**src/rtl/hdp_sram_ctrl_pkg.sv**
```systemverilog
// Shared constants and types for the dual-port SRAM port controller.
package hdp_sram_ctrl_pkg;

  localparam int unsigned SRAM_ADDR_WIDTH = 11;
  localparam int unsigned SRAM_DATA_WIDTH = 32;
  localparam int unsigned SRAM_NUM_WMASKS = SRAM_DATA_WIDTH / 8;
  localparam int unsigned SRAM_DEPTH      = 1 << SRAM_ADDR_WIDTH;

  typedef enum logic {
    INIT = 1'b0,
    RUN  = 1'b1
  } ctrl_state_e;

  // Port-0 request payload as seen by a master at the default macro geometry.
  typedef struct packed {
    logic                       we;
    logic [SRAM_NUM_WMASKS-1:0] wmask;
    logic [SRAM_ADDR_WIDTH-1:0] addr;
    logic [SRAM_DATA_WIDTH-1:0] wdata;
  } sram_req_t;

endpackage

```
**src/rtl/hdp_rr_arb2.sv**
```systemverilog
// Two-way round-robin arbiter; the pointer favours the master not granted last.
module hdp_rr_arb2
  import hdp_sram_ctrl_pkg::*;
(
  input  logic       clk,
  input  logic       rst_n,
  input  logic [1:0] req,
  input  logic       advance,
  output logic [1:0] gnt
);

  // 0 favours req[0], 1 favours req[1]
  logic ptr_q, ptr_d;

  // Grant is purely combinational from the requests and the pointer.
  always_comb begin
    gnt = 2'b00;
    if (advance) begin
      unique case (req)
        2'b01:   gnt = 2'b01;
        2'b10:   gnt = 2'b10;
        2'b11:   gnt = ptr_q ? 2'b10 : 2'b01;
        default: gnt = 2'b00;
      endcase
    end
  end

  // Pointer moves to the other master after a grant, holds otherwise.
  always_comb begin
    ptr_d = ptr_q;
    if (gnt[0]) begin
      ptr_d = 1'b1;
    end else if (gnt[1]) begin
      ptr_d = 1'b0;
    end
  end

  // Pointer register.
  always_ff @(posedge clk or negedge rst_n) begin
    if (!rst_n) begin
      ptr_q <= 1'b0;
    end else begin
      ptr_q <= ptr_d;
    end
  end

endmodule

```
**src/rtl/hdp_sram_port_ctrl.sv**
```systemverilog
// Port controller for a 1RW+1R SRAM macro: zero-fill after reset, round-robin sharing
// of port 0 between two masters, and a read-only requester on port 1.
module hdp_sram_port_ctrl
  import hdp_sram_ctrl_pkg::*;
#(
  parameter int unsigned ADDR_WIDTH = SRAM_ADDR_WIDTH,
  parameter int unsigned DATA_WIDTH = SRAM_DATA_WIDTH,
  parameter int unsigned NUM_WMASKS = SRAM_NUM_WMASKS,
  parameter int unsigned INIT_ZERO  = 1
) (
  input  logic                  clk,
  input  logic                  rst_n,
  output logic                  init_done,
  input  logic                  m0_req_valid,
  output logic                  m0_req_ready,
  input  logic                  m0_req_we,
  input  logic [NUM_WMASKS-1:0] m0_req_wmask,
  input  logic [ADDR_WIDTH-1:0] m0_req_addr,
  input  logic [DATA_WIDTH-1:0] m0_req_wdata,
  output logic                  m0_rsp_valid,
  output logic [DATA_WIDTH-1:0] m0_rsp_rdata,
  input  logic                  m1_req_valid,
  output logic                  m1_req_ready,
  input  logic                  m1_req_we,
  input  logic [NUM_WMASKS-1:0] m1_req_wmask,
  input  logic [ADDR_WIDTH-1:0] m1_req_addr,
  input  logic [DATA_WIDTH-1:0] m1_req_wdata,
  output logic                  m1_rsp_valid,
  output logic [DATA_WIDTH-1:0] m1_rsp_rdata,
  input  logic                  r_req_valid,
  output logic                  r_req_ready,
  input  logic [ADDR_WIDTH-1:0] r_req_addr,
  output logic                  r_rsp_valid,
  output logic [DATA_WIDTH-1:0] r_rsp_rdata,
  output logic                  sram_csb0,
  output logic                  sram_web0,
  output logic [NUM_WMASKS-1:0] sram_wmask0,
  output logic [ADDR_WIDTH-1:0] sram_addr0,
  output logic [DATA_WIDTH-1:0] sram_din0,
  input  logic [DATA_WIDTH-1:0] sram_dout0,
  output logic                  sram_csb1,
  output logic [ADDR_WIDTH-1:0] sram_addr1,
  input  logic [DATA_WIDTH-1:0] sram_dout1
);

  localparam ctrl_state_e StateAfterReset = (INIT_ZERO != 0) ? INIT : RUN;

  ctrl_state_e           state_q, state_d;
  logic [ADDR_WIDTH-1:0] cnt_q, cnt_d;
  logic                  init_done_q;

  logic                  csb0_q, csb0_d, web0_q, web0_d, csb1_q;
  logic [NUM_WMASKS-1:0] wmask0_q, wmask0_d;
  logic [ADDR_WIDTH-1:0] addr0_q, addr0_d, addr1_q;
  logic [DATA_WIDTH-1:0] din0_q, din0_d;

  logic [1:0]            gnt, pend_q;
  logic                  pend_we_q, r_pend_q;
  logic                  m0_rsp_valid_q, m1_rsp_valid_q, r_rsp_valid_q;
  logic [DATA_WIDTH-1:0] m0_rsp_rdata_q, m1_rsp_rdata_q, r_rsp_rdata_q;

  logic                  sel_we;
  logic [NUM_WMASKS-1:0] sel_wmask;
  logic [ADDR_WIDTH-1:0] sel_addr;
  logic [DATA_WIDTH-1:0] sel_wdata;
  logic                  p0_accept, collision, r_accept;

  // Requests are only considered once the array is ready (one cycle after entering RUN).
  hdp_rr_arb2 u_arb (
    .clk     (clk),
    .rst_n   (rst_n),
    .req     ({m1_req_valid, m0_req_valid}),
    .advance (init_done_q),
    .gnt     (gnt)
  );

  assign m0_req_ready = gnt[0];
  assign m1_req_ready = gnt[1];
  assign p0_accept    = |gnt;

  assign sel_we    = gnt[1] ? m1_req_we    : m0_req_we;
  assign sel_wmask = gnt[1] ? m1_req_wmask : m0_req_wmask;
  assign sel_addr  = gnt[1] ? m1_req_addr  : m0_req_addr;
  assign sel_wdata = gnt[1] ? m1_req_wdata : m0_req_wdata;

  // Hold off a port-1 read that would hit the word port 0 is writing this cycle.
  assign collision   = p0_accept && sel_we && (sel_addr == r_req_addr);
  assign r_req_ready = init_done_q && !collision;
  assign r_accept    = r_req_valid && r_req_ready;

  // FSM state and zero-fill counter.
  always_ff @(posedge clk or negedge rst_n) begin
    if (!rst_n) begin
      state_q <= StateAfterReset;
      cnt_q   <= '0;
    end else begin
      state_q <= state_d;
      cnt_q   <= cnt_d;
    end
  end

  // Next state: walk every address once, then run.
  always_comb begin
    state_d = state_q;
    cnt_d   = cnt_q;
    if (state_q == INIT) begin
      cnt_d = cnt_q + 1'b1;
      if (cnt_q == '1) begin
        state_d = RUN;
      end
    end
  end

  // Port-0 command: zero-fill writes in INIT, otherwise the granted request or idle.
  always_comb begin
    csb0_d   = 1'b1;
    web0_d   = 1'b1;
    wmask0_d = '0;
    addr0_d  = addr0_q;
    din0_d   = din0_q;
    if (state_q == INIT) begin
      csb0_d   = 1'b0;
      web0_d   = 1'b0;
      wmask0_d = '1;
      addr0_d  = cnt_q;
      din0_d   = '0;
    end else if (p0_accept) begin
      csb0_d   = 1'b0;
      web0_d   = !sel_we;
      wmask0_d = sel_we ? sel_wmask : '0;
      addr0_d  = sel_addr;
      din0_d   = sel_wdata;
    end
  end

  // Macro command registers; the macro acts on them at the following falling edge.
  always_ff @(posedge clk or negedge rst_n) begin
    if (!rst_n) begin
      csb0_q   <= 1'b1;
      web0_q   <= 1'b1;
      wmask0_q <= '0;
      addr0_q  <= '0;
      din0_q   <= '0;
      csb1_q   <= 1'b1;
      addr1_q  <= '0;
    end else begin
      csb0_q   <= csb0_d;
      web0_q   <= web0_d;
      wmask0_q <= wmask0_d;
      addr0_q  <= addr0_d;
      din0_q   <= din0_d;
      csb1_q   <= !r_accept;
      if (r_accept) begin
        addr1_q <= r_req_addr;
      end
    end
  end

  // Ready flag, in-flight tracking and response capture one edge after accept.
  always_ff @(posedge clk or negedge rst_n) begin
    if (!rst_n) begin
      init_done_q    <= 1'b0;
      pend_q         <= 2'b00;
      pend_we_q      <= 1'b0;
      r_pend_q       <= 1'b0;
      m0_rsp_valid_q <= 1'b0;
      m1_rsp_valid_q <= 1'b0;
      r_rsp_valid_q  <= 1'b0;
      m0_rsp_rdata_q <= '0;
      m1_rsp_rdata_q <= '0;
      r_rsp_rdata_q  <= '0;
    end else begin
      init_done_q    <= (state_q == RUN);
      pend_q         <= gnt;
      pend_we_q      <= sel_we;
      r_pend_q       <= r_accept;
      m0_rsp_valid_q <= pend_q[0];
      m1_rsp_valid_q <= pend_q[1];
      r_rsp_valid_q  <= r_pend_q;
      if (pend_q[0]) begin
        m0_rsp_rdata_q <= pend_we_q ? '0 : sram_dout0;
      end
      if (pend_q[1]) begin
        m1_rsp_rdata_q <= pend_we_q ? '0 : sram_dout0;
      end
      if (r_pend_q) begin
        r_rsp_rdata_q <= sram_dout1;
      end
    end
  end

  assign init_done    = init_done_q;
  assign m0_rsp_valid = m0_rsp_valid_q;
  assign m0_rsp_rdata = m0_rsp_rdata_q;
  assign m1_rsp_valid = m1_rsp_valid_q;
  assign m1_rsp_rdata = m1_rsp_rdata_q;
  assign r_rsp_valid  = r_rsp_valid_q;
  assign r_rsp_rdata  = r_rsp_rdata_q;
  assign sram_csb0    = csb0_q;
  assign sram_web0    = web0_q;
  assign sram_wmask0  = wmask0_q;
  assign sram_addr0   = addr0_q;
  assign sram_din0    = din0_q;
  assign sram_csb1    = csb1_q;
  assign sram_addr1   = addr1_q;

endmodule

```
**config.mk**
```make
export PLATFORM = sky130hd
export DESIGN_NAME = hdp_sram_port_ctrl
export DESIGN_NICKNAME = d
export VERILOG_FILES = /design/src/rtl/hdp_sram_ctrl_pkg.sv /design/src/rtl/hdp_rr_arb2.sv /design/src/rtl/hdp_sram_port_ctrl.sv
export SDC_FILE = /design/constraint.sdc
export NUM_CORES = 1
export LEC_CHECK = 0
export ABC_AREA = 0
export CORE_ASPECT_RATIO = 1.5
export CORE_MARGIN = 8
export CORE_UTILIZATION = 42
export CTS_CLUSTER_SIZE = 8
export DETAILED_ROUTE_END_ITERATION = 16
export HOLD_SLACK_MARGIN = 0.15
export PLACE_DENSITY_LB_ADDON = 0.12
export SYNTH_ARGS = -nofsm -noshare
export SYNTH_HDL_FRONTEND = slang
export SYNTH_SLANG_ARGS = --single-unit
```
**constraint.sdc**
```tcl
create_clock -name clk -period 3.7 [get_ports clk]
set_input_delay 0.925 -clock clk [delete_from_list [all_inputs] [get_ports clk]]
set_output_delay 0.925 -clock clk [all_outputs]
set_load 0.03 [all_outputs]
```
==> impl_metrics.env, run 1 <==
export IMPL_routabilityCongestion=0.916
export IMPL_fmax_mhz=273
export IMPL_setup_violations=0
export IMPL_std_cell_rows=60
export IMPL_cp_arrival_ps=2730
export IMPL_die_y_um=181
export IMPL_yosys_area_share_xor_xnor=0.0196
export IMPL_root_buffer="clkbuf_16"
export IMPL_synth_fa_ha_area_frac=0.00165
export IMPL_cp_endpoint="r_req_ready"
export IMPL_dieArea_mm2=0.0227
export IMPL_dp_hpwl_um=19100
export IMPL_synthMuxAreaShare=0.223
export IMPL_timing_rr_start="u_arb.ptr_q"
export IMPL_crit_type="in2out"
export IMPL_crit_fanout=2
export IMPL_dr_pass1_iters=6
export IMPL_cap_viol_max_count=0
export IMPL_overflow=0
export IMPL_grt_max_degree=70
export IMPL_maxSlewHeadroom=0.225
export IMPL_rsz0062_at_grt="false"
export IMPL_power_uw=4080
export IMPL_syn_to_final_growth_pct=60.0
export IMPL_ant_nets=0
export IMPL_cp_start_kind="input port"
export IMPL_syn_area_per_cell_um2=12.7
export IMPL_ys_async_sr_fraction=1.00
export IMPL_cts_htree_levels=4
export IMPL_design_area_mm2=0.0121
export IMPL_post_place_ws_ps=-786
export IMPL_via_per_inst=5.07
export IMPL_startpoint="m1_req_addr[10]"
export IMPL_p_leak_uw=0.00542
export IMPL_nNetsFinal=1146
export IMPL_worst_slew_pin_transition_ps=1160
export IMPL_antenna_found_initial=2
export IMPL_fin_skew_ps=11.6
export IMPL_drive_gt1_frac=0.211
export IMPL_cts_sinks=178
export IMPL_max_vdd_ir_drop_mv=0.190
export IMPL_synth_compound_area_frac=0.0609
export IMPL_drv_slew=0
export IMPL_start_util=0.426
export IMPL_synth_cells=595
export IMPL_ys_warn_count=0
export IMPL_post_route_util=0.682
export IMPL_core_area_mm2=0.0178
export IMPL_insertion_delay_ps=420
export IMPL_grt_pass1_wl_um=37900
export IMPL_grt_pass1_vias=6890
export IMPL_fin_ws_ps=40.7
export IMPL_whs_ps=482
export IMPL_rr_worst_depth=9
export IMPL_place_area_mm2=0.0115
export IMPL_hold_class="reg2reg"
export IMPL_clk_path_buf_depth=2
export IMPL_routedWlPerCell_um=20.2
export IMPL_synthDistinctLibCells=40
export IMPL_synthesis_area_mm2=0.00758
export IMPL_ys_seq_area_frac=0.588
export IMPL_cts_clk_slew_worst_paths_ps=60
export IMPL_hold_viol_final=0
export IMPL_min_period_ps=3660
export IMPL_ys_flop_type="dfrtp_1"
export IMPL_drc=0
export IMPL_die_w_um=126
export IMPL_drt_wl_total_um=24200
export IMPL_synth_seq_cells=178
export IMPL_finalCritPeriodShare=0.989
export IMPL_synth_edf_count=0
export IMPL_ff2ff_setup_slack_ps=940
export IMPL_status="finished clean"
export IMPL_syn_nets=772
export IMPL_worstPathRequired_ps=2770
export IMPL_synthSimpleGateAreaFrac=0.0843
export IMPL_cts_tree="done"
export IMPL_ios=340
export IMPL_io_buffers=339
export IMPL_drtIter0Drc=294
export IMPL_rr_endpoint="sram_addr1[4]"
export IMPL_synth_top_family_by_area="multiplexers"
export IMPL_cts_buffers=17
export IMPL_holdBufCountCts=0
export IMPL_cp_end_kind="output port"
export IMPL_vias=6096
export IMPL_track_usage=0.213
export IMPL_p_per_area_mw_per_mm2=337
-- stage by stage --
stage	setup TNS, ps	cells
6_report	0	1202
5_1_grt	0	1201
4_1_cts	0	1199
3_5_place_dp	-1740	1166
3_3_place_gp	-1200	1166
2_1_floorplan	0	595
-- placed cells by master (no fill, tap or decap), types with 9 or more instances in the layout --
master             n
clkdlybuf4s50_1  310
dfrtp_1          175
mux2_2           101
nor2b_1           48
buf_4             48
o21ai_0           47
mux2i_1           46
nand2_1           39
clkbuf_16         17
a21oi_1           16
dlygate4sd2_1     12
xnor2_1            9
-- synthesized netlist by cell type (8+ instances only) --
library cell  instances  area (µm²)
mux2i_1              46         460
inv_1                 9        33.8
nand2b_1              8        50.1
o21ai_0              47         235
buf_1                12        45.0
nand2_1              40         150
xnor2_1              10        87.6
mux2_2              101        1140
a21oi_1              16        80.1
nor2b_1              49         307
clkbuf_1             17        63.8
dfrtp_1             175        4380
mux2_1                8        90.1
-- power by group --
group / internal [µW] / switching (µW)
Combinational: 210 / 120
Sequential: 1950 / 5.95
Clock: 1020 / 784
-- flip-flops by register name, indices dropped and copies added (netlist names), 2 cells and up --
signal,flops
sram_din0,32
sram_wmask0,4
sram_addr1,11
pend_q,2
r_rsp_rdata,32
sram_addr0,11
m0_rsp_rdata,32
m1_rsp_rdata,32
cnt_q,11
-- logic make-up after synthesis --
kind of cell,after synthesis
buf+inv,43
compound gates,79
mux,155
simple gates,122
xor+xnor,17
flops,178
fa+ha+maj,1
-- critical path, stage by stage --
cell	delay (ps)
clkdlybuf4s50_1	440
xor2_1	180
nor2_1	160
nand4_1	130
a2111o_1	450
o31a_1	300
buf_6	140
-- timing repair --
item,4_1_cts,5_1_grt
endpoints found under the setup margin,1,1
pin swaps,9,8
setup buffers,1,0
gates resized for setup,46,16
-- worst min path at each step --
stage | from | endpoint | slack, ps | depth (start not counted)
6_report | sram_din0[17] | sram_din0[17] | 480 | 2
5_1_grt | sram_din0[10] | sram_din0[10] | 510 | 2
4_1_cts | sram_din0[21] | sram_din0[21] | 490 | 2
3_5_place_dp | sram_din0[21] | sram_din0[21] | 470 | 2
3_3_place_gp | sram_din0[29] | sram_din0[29] | 460 | 2
2_1_floorplan | pend_q[0] | m0_rsp_valid | 350 | 0
-- metal layers --
metal	track usage	up-vias	routed length [µm]
met3	0.0815	55	2030
met4	0.0978	0	963
met2	0.365	270	12200
met1	0.228	2954	9080
met5	0	-	0
li1	-	2817	-
-- final cells by class --
class | instances | area [µm²]
sequential | 178 | 4460
timing repair buffer | 388 | 3750
fill | 1362 | 5660
antenna | 3 | 7.51
inverter | 10 | 37.5
clock buffer | 17 | 425
tap | 217 | 272
multi-input combinational | 374 | 3000
clock inverter | 15 | 173
No activity file was read; power rests on OpenSTA's default activity.
==> inputs of run 2 (changes only) <==
GPL_TIMING_DRIVEN = 0   (was default)
==> impl_metrics.env, run 2 (synthesis results as in run 1) <==
export IMPL_finalSetupTns_ps=-10.1
export IMPL_cp_start_kind="input port"
export IMPL_drc=0
export IMPL_track_usage=0.216
export IMPL_fin_cells=1192
export IMPL_post_route_util=0.674
export IMPL_dr_pass1_iters=4
export IMPL_dp_hpwl_um=19700
export IMPL_antenna_found_initial=0
export IMPL_grt_use_met2=0.381
export IMPL_p_per_area_mw_per_mm2=340
export IMPL_place_inst=1152
export IMPL_final_seq_area_mm2=0.00446
export IMPL_max_stage_delay_ps=540
export IMPL_die_w_um=126
export IMPL_crit_type="in2out"
export IMPL_grt_max_degree=91
export IMPL_crit_buf_inv=4
export IMPL_start_util=0.426
export IMPL_use_met1=0.224
export IMPL_core_area_mm2=0.0178
export IMPL_violations="negative setup slack"
export IMPL_drive_gt1_frac=0.172
export IMPL_root_buffer="clkbuf_16"
export IMPL_hold_class="reg2reg"
export IMPL_drt_wl_total_um=24400
export IMPL_switching_share=0.219
export IMPL_p_leak_uw=0.00525
export IMPL_fill_cells=1407
export IMPL_rsz0062_at_grt="true"
export IMPL_ios=340
export IMPL_overflow=0
export IMPL_via_per_inst=5.09
export IMPL_routabilityCongestion=0.868
export IMPL_drtIter0Drc=268
export IMPL_maxSlewHeadroom=0.451
export IMPL_cp_arrival_ps=2790
export IMPL_die_y_um=181
export IMPL_finalCritPeriodShare=1.00
export IMPL_cts_clk_slew_worst_paths_ps=60
export IMPL_combPwrFrac=0.078
export IMPL_cts_buffers=17
export IMPL_std_cell_rows=60
export IMPL_dieArea_mm2=0.0227
export IMPL_fin_ws_ps=-10.1
export IMPL_cpMostUsedCell="buf_4"
export IMPL_cp_cell_sequence="buf_2, nor2b_4, buf_4, buf_4, or4_4, nor3_4, o22ai_2, o31a_1, buf_6"
export IMPL_ant_nets=0
export IMPL_io_buffers=339
export IMPL_min_period_ps=3710
export IMPL_cp_end_kind="output port"
export IMPL_worstPathRequired_ps=2770
export IMPL_setup_violations=1
export IMPL_holdBufCountCts=0
export IMPL_cap_viol_max_count=0
export IMPL_clk_path_buf_depth=2
export IMPL_hold_viol_final=0
export IMPL_grt_pass1_vias=6877
export IMPL_cts_tree="done"
export IMPL_switchingPower_uw=893
export IMPL_final_cell_mix="clkdlybuf4s50_1 (315), dfrtp_1 (175), mux2_2 (101)"
export IMPL_fmax_mhz=270
export IMPL_intPower_uw=3190
export IMPL_insertion_delay_ps=420
export IMPL_multiInputGateArea_mm2=0.00301
export IMPL_grt_use_met3=0.0853
export IMPL_seq_power_share=0.477
export IMPL_worst_slew_pin_transition_ps=823
export IMPL_post_place_ws_ps=-1330
export IMPL_vias=6063
export IMPL_routedWlPerCell_um=20.5
export IMPL_final_common_cell="clkdlybuf4s50_1"
export IMPL_fin_skew_ps=9.54
export IMPL_syn_to_final_growth_pct=58.2
export IMPL_cpLargestDelayFamily="simple AND/OR/NAND/NOR gates"
export IMPL_cts_htree_levels=4
export IMPL_cts_sinks=178
export IMPL_crit_fanout=6
export IMPL_insertedDiodeCount=0
export IMPL_nNetsFinal=1139
export IMPL_max_vdd_ir_drop_mv=0.222
export IMPL_critical_path_slowest_cell="or4_4"
export IMPL_status="finished with violations"
export IMPL_drv_slew=0
export IMPL_grt_busiest_layer="met2"
export IMPL_power_frac_clock=0.445
export IMPL_grt_pass1_wl_um=37900
[run 2: cell count changes in the layout (fill, tap and decap cells not counted), sizes merged]
cell           before  now
dlymetal6s2s        7    2
clkdlybuf4s15       1    3
diode               3    0
clkdlybuf4s50     310  315
clkbuf             21   36
inv                16   14
dlygate4sd2        12   15
buf                54   29
[run 2: worst paths after layout]
check | start | to | slack (ps) | depth (start not counted)
max reg2reg | init_done | sram_addr1[10] | 720 | 10
max in group asynchronous | rst_n | r_rsp_rdata[30] | 2300 | 2
max | m0_req_valid | r_req_ready | -10 | 9
min reg2reg | pend_q[1] | m1_rsp_valid | 370 | 0
min | pend_q[1] | m1_rsp_valid | 370 | 0
min in group asynchronous | rst_n | m0_rsp_rdata[25] | 500 | 1
[run 2: repair_timing]
| item | in CTS | in global routing |
|---|---|---|
| pin swaps | 7 | 6 |
| gates resized for setup | 49 | 6 |
| setup endpoints to repair | 2 | 2 |
| setup buffers | 7 | 2 |
[run 2: metrics by stage]
stage / hold WS, ps / instance area [µm²] / total power [µW]
after floorplan: 352 / 7580 / 2040
after global placement: 357 / 11200 / 2290
after detailed placement: 359 / 11300 / 2300
after CTS: 373 / 12000 / 4130
after global routing: 396 / 12000 / 4240
final: 369 / 12000 / 4080
[run 2: per-layer routing]
| metal | wire length (µm) | part of all wire |
|---|---|---|
| met1 | 8850 | 0.36 |
| met2 | 12600 | 0.52 |
| met3 | 2280 | 0.093 |
| met4 | 700 | 0.029 |
| met5 | 0 | 0 |
[run 2: final cells by class]
type	instances	area share
multi-input combinational	374	0.251
sequential	178	0.372
clock buffer	19	0.0378
inverter	10	0.00313
timing repair buffer	349	0.290
tap	217	0.0226
clock inverter	13	0.0124
buffer	32	0.0117
[run 2: power by group through the flow]
stage / Combinational, µW / Clock (µW) / Sequential [µW]
global placement: 306 / 0 / 1990
global route: 343 / 1950 / 1950
CTS: 317 / 1870 / 1950
floorplan: 56.9 / 0 / 1980
detailed placement: 315 / 0 / 1980
finish: 316 / 1820 / 1950
